## config.mk

```make
export PLATFORM = sky130hd
export DESIGN_NAME = reg_cmd_decoder
export DESIGN_NICKNAME = d
export VERILOG_FILES = /design/src/rtl/reg_cmd_pkg.sv /design/src/rtl/idle_timer.sv /design/src/rtl/reg_cmd_decoder.sv
export SDC_FILE = /design/constraint.sdc
export NUM_CORES = 1
export LEC_CHECK = 0
export ABC_CLOCK_PERIOD_IN_PS = 2200
export CAP_MARGIN = 10
export CORE_MARGIN = 2
export CORE_UTILIZATION = 40
export CTS_CLUSTER_SIZE = 25
export DETAILED_ROUTE_END_ITERATION = 6
export GPL_TIMING_DRIVEN = 0
export PLACE_DENSITY = 0.85
export SETUP_SLACK_MARGIN = 0.05
export SLEW_MARGIN = 10
export SYNTH_ARGS = -nofsm -noshare
export SYNTH_HDL_FRONTEND = slang
export SYNTH_HIERARCHICAL = 1
export SYNTH_SLANG_ARGS = --single-unit
export TNS_END_PERCENT = 100
```

## constraint.sdc

```tcl
create_clock -name clk -period 2.2 [get_ports clk]
set_input_delay 0.33 -clock clk [delete_from_list [all_inputs] [get_ports clk]]
set_output_delay 0.33 -clock clk [all_outputs]
set_load 0.02 [all_outputs]
```

## src/rtl/reg_cmd_pkg.sv

```systemverilog
// Shared types and constants for the PC-link register command decoder.
// The state encoding lives here so other blocks can decode the FSM state if needed.
package reg_cmd_pkg;

  typedef enum logic [1:0] {
    ST_IDLE,
    ST_RX_DATA,
    ST_WRITE,
    ST_TX_DATA
  } state_e;

  localparam int CMD_WRITE_BIT = 7;
  localparam int ADDR_BITS     = 7;

  localparam logic [7:0] ZERO_RESP = 8'h00;

endpackage

```

## src/rtl/idle_timer.sv

```systemverilog
// Idle-cycle counter with synchronous clear, count enable and terminal pulse.
// Used by reg_cmd_decoder only when REG_CMD_TIMEOUT_EN is defined.
module idle_timer #(
  parameter int LIMIT = 50000
) (
  input  logic clk,
  input  logic rst_n,
  input  logic i_clr,
  input  logic i_en,
  output logic o_done
);

  localparam int W = $clog2(LIMIT + 1);

  logic [W-1:0] r_cnt;

  always_ff @(posedge clk or negedge rst_n) begin
    if (!rst_n) begin
      r_cnt <= '0;
    end else if (i_clr) begin
      r_cnt <= '0;
    end else if (i_en) begin
      r_cnt <= r_cnt + 1'b1;
    end
  end

  // Fires in the LIMIT-th consecutive enabled cycle without a clear.
  assign o_done = i_en & ~i_clr & (r_cnt == W'(LIMIT - 1));

endmodule

```

## src/rtl/reg_cmd_decoder.sv

```systemverilog
// Byte-stream write/read command decoder for the signal register bank.
// Optional inter-byte write timeout is enabled with REG_CMD_TIMEOUT_EN.
module reg_cmd_decoder
  import reg_cmd_pkg::*;
#(
  parameter int NUM_REGS       = 8,
  parameter int DATA_BITS      = 32,
  parameter int TIMEOUT_CYCLES = 50000
) (
  input  logic                          clk,
  input  logic                          reset_n,
  input  logic [7:0]                    rx_data,
  input  logic                          rx_valid,
  output logic [7:0]                    tx_data,
  output logic                          tx_valid,
  input  logic                          tx_ready,
  output logic [NUM_REGS-1:0]           reg_write,
  output logic [DATA_BITS-1:0]          reg_wdata,
  input  logic [NUM_REGS*DATA_BITS-1:0] reg_rdata,
  output logic                          busy,
  output logic                          err_pulse
);

  localparam int NBYTES = DATA_BITS / 8;
  localparam int CNT_W  = $clog2(NBYTES + 1);

  state_e                 r_state;
  logic [ADDR_BITS-1:0]   r_addr;
  logic                   r_oor;
  logic [CNT_W-1:0]       r_cnt;
  logic [DATA_BITS-1:0]   r_shift;
  logic [DATA_BITS-1:0]   r_wdata;
  logic [NUM_REGS-1:0]    r_write;
  logic                   r_tx_valid;

  logic                   w_cmd_wr;
  logic [ADDR_BITS-1:0]   w_cmd_addr;
  logic                   w_cmd_oor;
  logic [DATA_BITS-1:0]   w_rd_word;
  logic [DATA_BITS-1:0]   w_shift_in;
  logic [NUM_REGS-1:0]    w_onehot;
  logic                   w_last;
  logic                   w_hs;
  logic                   w_timeout;
  logic                   w_in_rx;
  logic                   w_in_wr;
  logic                   w_in_tx;
  logic                   w_in_idle;

  assign w_cmd_wr   = rx_data[CMD_WRITE_BIT];
  assign w_cmd_addr = rx_data[ADDR_BITS-1:0];
  assign w_cmd_oor  = ({1'b0, w_cmd_addr} >= 8'(NUM_REGS));
  assign w_shift_in = (r_shift << 8) | DATA_BITS'(rx_data);
  assign w_last     = (r_cnt == CNT_W'(NBYTES - 1));
  assign w_hs       = r_tx_valid & tx_ready;

  assign w_in_idle  = (r_state == ST_IDLE);
  assign w_in_rx    = (r_state == ST_RX_DATA);
  assign w_in_wr    = (r_state == ST_WRITE);
  assign w_in_tx    = (r_state == ST_TX_DATA);

  // Unmapped addresses read back as all-zero bytes.
  always_comb begin
    w_rd_word = {NBYTES{ZERO_RESP}};
    for (int i = 0; i < NUM_REGS; i++) begin
      if (w_cmd_addr == ADDR_BITS'(i)) begin
        w_rd_word = reg_rdata[i*DATA_BITS +: DATA_BITS];
      end
    end
  end

  always_comb begin
    w_onehot = '0;
    for (int i = 0; i < NUM_REGS; i++) begin
      if (r_addr == ADDR_BITS'(i)) begin
        w_onehot[i] = 1'b1;
      end
    end
  end

`ifdef REG_CMD_TIMEOUT_EN
  idle_timer #(
    .LIMIT (TIMEOUT_CYCLES)
  ) u_idle_timer (
    .clk    (clk),
    .rst_n  (reset_n),
    .i_clr  (rx_valid | ~w_in_rx),
    .i_en   (w_in_rx),
    .o_done (w_timeout)
  );
`else
  assign w_timeout = 1'b0;
`endif

  always_ff @(posedge clk or negedge reset_n) begin
    if (!reset_n) begin
      r_state    <= ST_IDLE;
      r_addr     <= '0;
      r_oor      <= 1'b0;
      r_cnt      <= '0;
      r_shift    <= '0;
      r_wdata    <= '0;
      r_write    <= '0;
      r_tx_valid <= 1'b0;
    end else begin
      case (r_state)
        ST_IDLE: begin
          if (rx_valid) begin
            r_cnt <= '0;
            if (w_cmd_wr) begin
              r_addr  <= w_cmd_addr;
              r_oor   <= w_cmd_oor;
              r_state <= ST_RX_DATA;
            end else begin
              r_shift    <= w_rd_word;
              r_tx_valid <= 1'b1;
              r_state    <= ST_TX_DATA;
            end
          end
        end
        ST_RX_DATA: begin
          if (w_timeout) begin
            r_cnt   <= '0;
            r_state <= ST_IDLE;
          end else if (rx_valid) begin
            r_shift <= w_shift_in;
            if (w_last) begin
              r_cnt   <= '0;
              r_state <= ST_WRITE;
              if (!r_oor) begin
                r_write <= w_onehot;
                r_wdata <= w_shift_in;
              end
            end else begin
              r_cnt <= r_cnt + 1'b1;
            end
          end
        end
        ST_WRITE: begin
          r_write <= '0;
          r_state <= ST_IDLE;
        end
        ST_TX_DATA: begin
          if (w_hs) begin
            r_shift <= r_shift << 8;
            if (w_last) begin
              r_cnt      <= '0;
              r_tx_valid <= 1'b0;
              r_state    <= ST_IDLE;
            end else begin
              r_cnt <= r_cnt + 1'b1;
            end
          end
        end
        default: begin
          r_write    <= '0;
          r_tx_valid <= 1'b0;
          r_state    <= ST_IDLE;
        end
      endcase
    end
  end

  // All error sources OR into one pulse so coincident events give one pulse.
  assign err_pulse = (rx_valid & w_in_idle & ~w_cmd_wr & w_cmd_oor)
                   | (rx_valid & (w_in_wr | w_in_tx))
                   | (w_in_wr & r_oor)
                   | w_timeout;

  assign tx_valid  = r_tx_valid;
  assign tx_data   = r_tx_valid ? r_shift[DATA_BITS-1 -: 8] : 8'h00;
  assign reg_write = r_write;
  assign reg_wdata = r_wdata;
  assign busy      = ~w_in_idle;

endmodule
```

Word-level counts from Yosys, hierarchy flattened
Index checks and enable logic that the tools add are counted.

$add $sub $neg: 1. Multiply operators: 0. Div/mod/pow operators: 0. Magnitude comparators: 1. Eq/ne operators: 25. Shift operators: 0. Multiplexer cells: 43. Bitwise logic cells: 13. Reductions and logical operators: 13.

Operators by type and width (count): two-way mux 32 bit (12); case mux 32 bit (3 select lines) (1); equality test 7 x 3 -> 1 bit, second input constant (8); two-way mux 8 bit (4); bitwise OR 32 x 8 -> 32 bit (1); equality test 7 x 2 -> 1 bit, second input constant (4); case mux 8 bit (2 select lines) (1); AND reduction 5 bit (3); equality test 7 x 1 -> 1 bit, second input constant (2); zero test 7 bit (2); != test 2 bit, second input constant (7); two-way mux 1 bit (12); two-way mux 2 bit (6); two-way mux 3 bit (4); AND reduction 4 bit (3); case mux 3 bit (3 select lines) (1); case mux 2 bit (4 select lines) (1); >= comparator 7 x 4 -> 1 bit, second input constant (1); bitwise AND 1 bit (6); equality test 2 bit, second input constant (2); nonzero test 2 bit (2); adder 3 x 1 -> 3 bit, second input constant (1); equality test 3 x 2 -> 1 bit, second input constant (1); NOT 1 bit (3); 6 further kinds (8).

Register bits after elaboration: 86. Latch bits: 0. Memory bits (writable): 0. ROM bits: 0. Input bits: 268. Output and inout bits: 51. Logic and storage cells: 104. Memories kept: 0.

Longest topological paths before layout
Depth after elaboration: 12. Depth in mapped cells: 8. Depth with buffers taken out: 6.

Least setup slack after synthesis
OpenSTA, ideal clock, no wires.

Path kind: register -> register. From: register r_cnt[0]. To: register r_write[0], in the netlist reg_write[0]. Library setup time: 135 ps. Arrival: 1673 ps. Data required time: 2065 ps. Path slack: 392 ps. Cell stages (with the launch flop): 9. Path buffers: 3. Period minus slack after synthesis: 1808 ps. Path through: dfrtp_1 > ha_1 > nand3b_1 > or3_1 > clkbuf_1 > clkbuf_1 > clkbuf_1 > a21oi_1 > nor2_1.

Word-level cells in the longest chain between the ends: 3.

Ends and longest elaborated chain: start, declared (line reg_cmd_decoder.sv:30) `logic [CNT_W-1:0] r_cnt;`; start signal, assigned (line reg_cmd_decoder.sv:135) `r_cnt <= r_cnt + 1'b1;`; start signal, assigned (line reg_cmd_decoder.sv:151) `r_cnt <= r_cnt + 1'b1;`; equality test 3 x 2 -> 1 bit (line reg_cmd_decoder.sv:54) `assign w_last = (r_cnt == CNT_W'(NBYTES - 1));`; != test 2 bit (no source line); AND reduction 4 bit (no source line); end signal, assigned (line reg_cmd_decoder.sv:131) `r_write <= w_onehot;`; end, declared (line reg_cmd_decoder.sv:33) `logic [NUM_REGS-1:0] r_write;`.

Every way passes these cells. A chain may end at the register's enable or synchronous reset.

Worst setup path in the final report
From: input port rx_data[0]. To: register r_shift[26].

Word-level cells in the longest chain between the ends: 12. Elaborated cells between the ends (all ways): 19. Those cells by class: eq/ne: 7; mux: 11; reduce/logical: 1.

Ends and longest elaborated chain: start, declared (line reg_cmd_decoder.sv:12) `input logic [7:0] rx_data,`; zero test 7 bit (line reg_cmd_decoder.sv:66) `if (w_cmd_addr == ADDR_BITS'(i)) begin`; two-way mux 32 bit (7 in series) (line reg_cmd_decoder.sv:66); two-way mux 32 bit * (line reg_cmd_decoder.sv:66); two-way mux 32 bit * (line reg_cmd_decoder.sv:110) `if (w_cmd_wr) begin`; two-way mux 32 bit * (line reg_cmd_decoder.sv:108) `if (rx_valid) begin`; case mux 32 bit (3 select lines) * (line reg_cmd_decoder.sv:106) `case (r_state)`; end signal, assigned (line reg_cmd_decoder.sv:115) `r_shift <= w_rd_word;`; end signal, assigned (line reg_cmd_decoder.sv:126) `r_shift <= w_shift_in;`; end signal, assigned (line reg_cmd_decoder.sv:145) `r_shift <= r_shift << 8;`; end, declared (line reg_cmd_decoder.sv:31) `logic [DATA_BITS-1:0] r_shift;`.

Every way passes the cells marked *; elsewhere a longest branch is shown, timed or not. The select of a mux whose other input is x is not followed.

==> key figures <==
Timing
  – Clock period minus final worst setup slack: 2096 ps
  – Max frequency: around 480 MHz
  – Part of the cycle the worst path needs: 0.9529
  – Slew @ Worst Pin: about 730 ps
  – Worst hold slack: 465.3 ps
  – Final setup violation count: 0
  – Final hold viol count: 0
  – Final Skew: about 6 ps
  – Max Transition Viols Final: 0
  – Unrepaired setup endpoints after global routing: true
  – Slew HR: 0.5138

Synthesis
  – Top post-synthesis cells by count: dfrtp_1 (86), a21oi_1 (68), nor2_1 (67)
  – Synth top area share: 0.3706
  – Post-synth top area cell: dfrtp_1
  – Cell area after synthesis: 0.005807 mm²
  – Most frequent cell after synthesis: dfrtp_1
  – Number of flops mapped to enable cells by yosys: 0
  – Synth Instances: 605
  – Ys Warns: 6
  – Post-synthesis cell type count: 48
  – Sequential area share after synthesis: 0.3706
  – Ys async rst share: 1.000
  – Syn_area_per_cell: 9.598 µm²
  – Syn_nets: 874
  – Synth Flop Type: dfrtp_1
  – Largest cells by area after synthesis: dfrtp_1 (37%), mux2_2 (9.1%), a221oi_1 (6.3%), a21oi_1 (5.9%), o32ai_2 (5.6%)
  – Flops & latches, synth: 86

Floorplanning
  – I/O pins: approximately 320
  – Chip width: 124.5 µm
  – Initial Util: 0.4041
  – Area of the core: 0.01437 mm²
  – Chip height: ~120 µm
  – Die area: 0.01550 mm²
  – Row count: 44

Placement
  – I/O Buffers: 318
  – DP Cell Count: 1108
  – Post-DP HPWL: ~21000 µm
  – Routability congestion estimate: roughly 0.95
  – Cell area after placement: 0.009245 mm²

Global routing
  – Vias in the first global route: around 6900
  – Gr usage total: 0.3313
  – Initial antenna violation count: 1
  – Grt ovf: 0
  – First-pass GRT wire length: around 40000 µm
  – Largest net degree at the start of global routing: between 40 and 50

Detailed routing
  – Wire per inst: 23.03 µm
  – DRC: 0
  – Vias per cell: slightly above 6
  – Total wire length: 26080 µm
  – DRT antenna net count: 0
  – DR vias: 6850
  – First-pass iteration count of the detailed router: 5
  – Detailed Route Iter0 Violations: between 500 and 600

Status
  – Status: complete, no violations

Worst setup path
  – Crit path required time: roughly 2400 ps
  – Setup CP Type: in -> reg
  – Critical Path Start: rx_data[0]
  – Crit Path Max Fanout: 10
  – Worst r2r src: r_state[0]
  – R2r endpoint: r_shift[11]
  – CP Capture Type: flip-flop
  – Crit path max-delay cell type: mux4_2
  – Worst path max stage delay: 570 ps
  – CP Capture Point: r_shift[26]
  – Worst path arrival time: 2320 ps
  – Worst path cell trace: clkdlybuf4s50_1, buf_4, buf_2, mux4_2, mux2i_1, o22ai_1
  – R2R depth: 6
  – Setup crit start kind: primary input
  – R2R setup slack: 200 ps

Clock tree
  – CTS tree: yes
  – Clk sinks: 86
  – CTS buffer count: 9
  – Clock-pin slew on the worst setup and hold paths: 70 ps
  – CTS root buf: clkbuf_16
  – Worst skew pair latency: 350 ps
  – Clk buf depth: 2
  – CTS H-tree depth: 3

Cells and area
  – Nets: 1211
  – Fin area: 0.009768 mm²
  – Layout cell share with drive strength beyond 1: 0.1848
  – Core Util, Final: 0.6798
  – Non-Filler Instances: 1132
  – Area growth from synthesis to layout: 68.22%

Hold path
  – Worst min-delay path class: in -> reg

Power and ir drop
  – Worst IR drop on VDD: ~0.44 mV
  – Tot Pwr: 8.391 mW
  – PD cells: between 800 and 900 mW/mm²
  – Leak: 3.802 nW

Job
  – Max_cap viols: 0
==> registers in the layout, summed over array words and instances, names as in the netlist <==
name and cells:
r_shift 32, r_oor 1, reg_wdata 32, tx_valid 1
reg_write 8, r_cnt 3, r_state 2, r_addr 7
==> worst min path at each step <==
stage,from,endpoint,depth (start not counted)
after global placement,reg_wdata[0],reg_wdata[0],2
after detailed placement,reset_n,reg_write[5],1
after floorplan,reset_n,r_addr[0],0
after CTS,reg_wdata[0],reg_wdata[0],2
final,rx_valid,r_state[0],3
after global routing,rx_valid,r_state[0],3
==> per-layer routing <==
| layer | up-vias | track usage | share of wire |
|---|---|---|---|
| li1 | 3049 | - | - |
| met5 | - | 0 | 0 |
| met1 | 3310 | 0.4301 | 0.39 |
| met3 | 83 | 0.06744 | 0.079 |
| met2 | 408 | 0.5362 | 0.48 |
| met4 | 0 | 0.1461 | 0.046 |
==> placed cells by master (no fill, tap or decap), drive strengths merged, types with 2 or more instances in the layout <==
cell / synthesis / layout
clkdlybuf4s50: 0 / 306
dfrtp: 86 / 86
a21oi: 68 / 68
nor2: 68 / 68
mux2: 47 / 47
o21ai: 46 / 46
clkbuf: 34 / 43
a221oi: 42 / 42
o32ai: 40 / 40
buf: 25 / 34
nand2: 23 / 23
a22oi: 23 / 23
o22ai: 12 / 12
and2: 10 / 10
mux4: 10 / 10
nand2b: 9 / 9
nor3: 9 / 9
mux2i: 8 / 8
nor4: 6 / 6
dlygate4sd2: 0 / 5
dlymetal6s2s: 0 / 5
nor2b: 5 / 5
or3: 4 / 4
clkinv: 1 / 4
inv: 2 / 4
nand4: 3 / 3
nand3: 3 / 3
or2: 2 / 2
or4: 2 / 2
o2111ai: 2 / 2
nand4b: 2 / 2
nor3b: 2 / 2
o32a: 2 / 2
clkinvlp: 0 / 2
==> power breakdown <==
| part | total (mW) | switching [mW] | leakage (nW) | internal, mW |
|---|---|---|---|---|
| sequential | 2.84 | 0.585 | 1.05 | 2.26 |
| combinational | 4.09 | 2.05 | 2.61 | 2.04 |
| clock | 1.46 | 0.683 | 0.134 | 0.779 |
| total | 8.39 | 3.32 | 3.80 | 5.07 |
==> final cells by class <==
type / instances / area, µm²
antenna: 1 / 2.502
inverter: 3 / 15.01
sequential: 86 / 2152
multi-input combinational: 457 / 3501
timing repair buffer: 326 / 3267
tap: 184 / 230.2
fill: 1111 / 4601
buffer: 59 / 317.8
clock inverter: 7 / 57.56
clock buffer: 9 / 225.2
==> kinds of logic after synthesis <==
kind of cell             synth area share
AO/OA/AOI/OAI                      0.3073
AND/OR/NAND/NOR                    0.1295
flip-flops                         0.3706
multiplexers                       0.1437
buffers and inverters             0.04676
adder cells (fa/ha/maj)          0.002154
==> through the flow <==
step	TNS, ps	setup WS (ps)
floorplan	0	391.5
global placement	-221960	-2303
detailed placement	-26480	-756.5
CTS	0	52.99
global route	0	16.88
finish	0	103.6
==> worst max-delay path, delay by kind of cell <==
kind	cells	cell delay [ps]
buffers and inverters	3	1010
AO/OA/AOI/OAI	1	130
multiplexers	2	840
==> what timing repair did <==
action                                  CTS  global route
setup buffers                             3             3
gates resized for setup                  30            57
pin swaps                                 1             1
hold endpoints to repair                 39             0
endpoints found under the setup margin   54            58
hold buffers                              1             0
(Power assumes the default switching activity.)
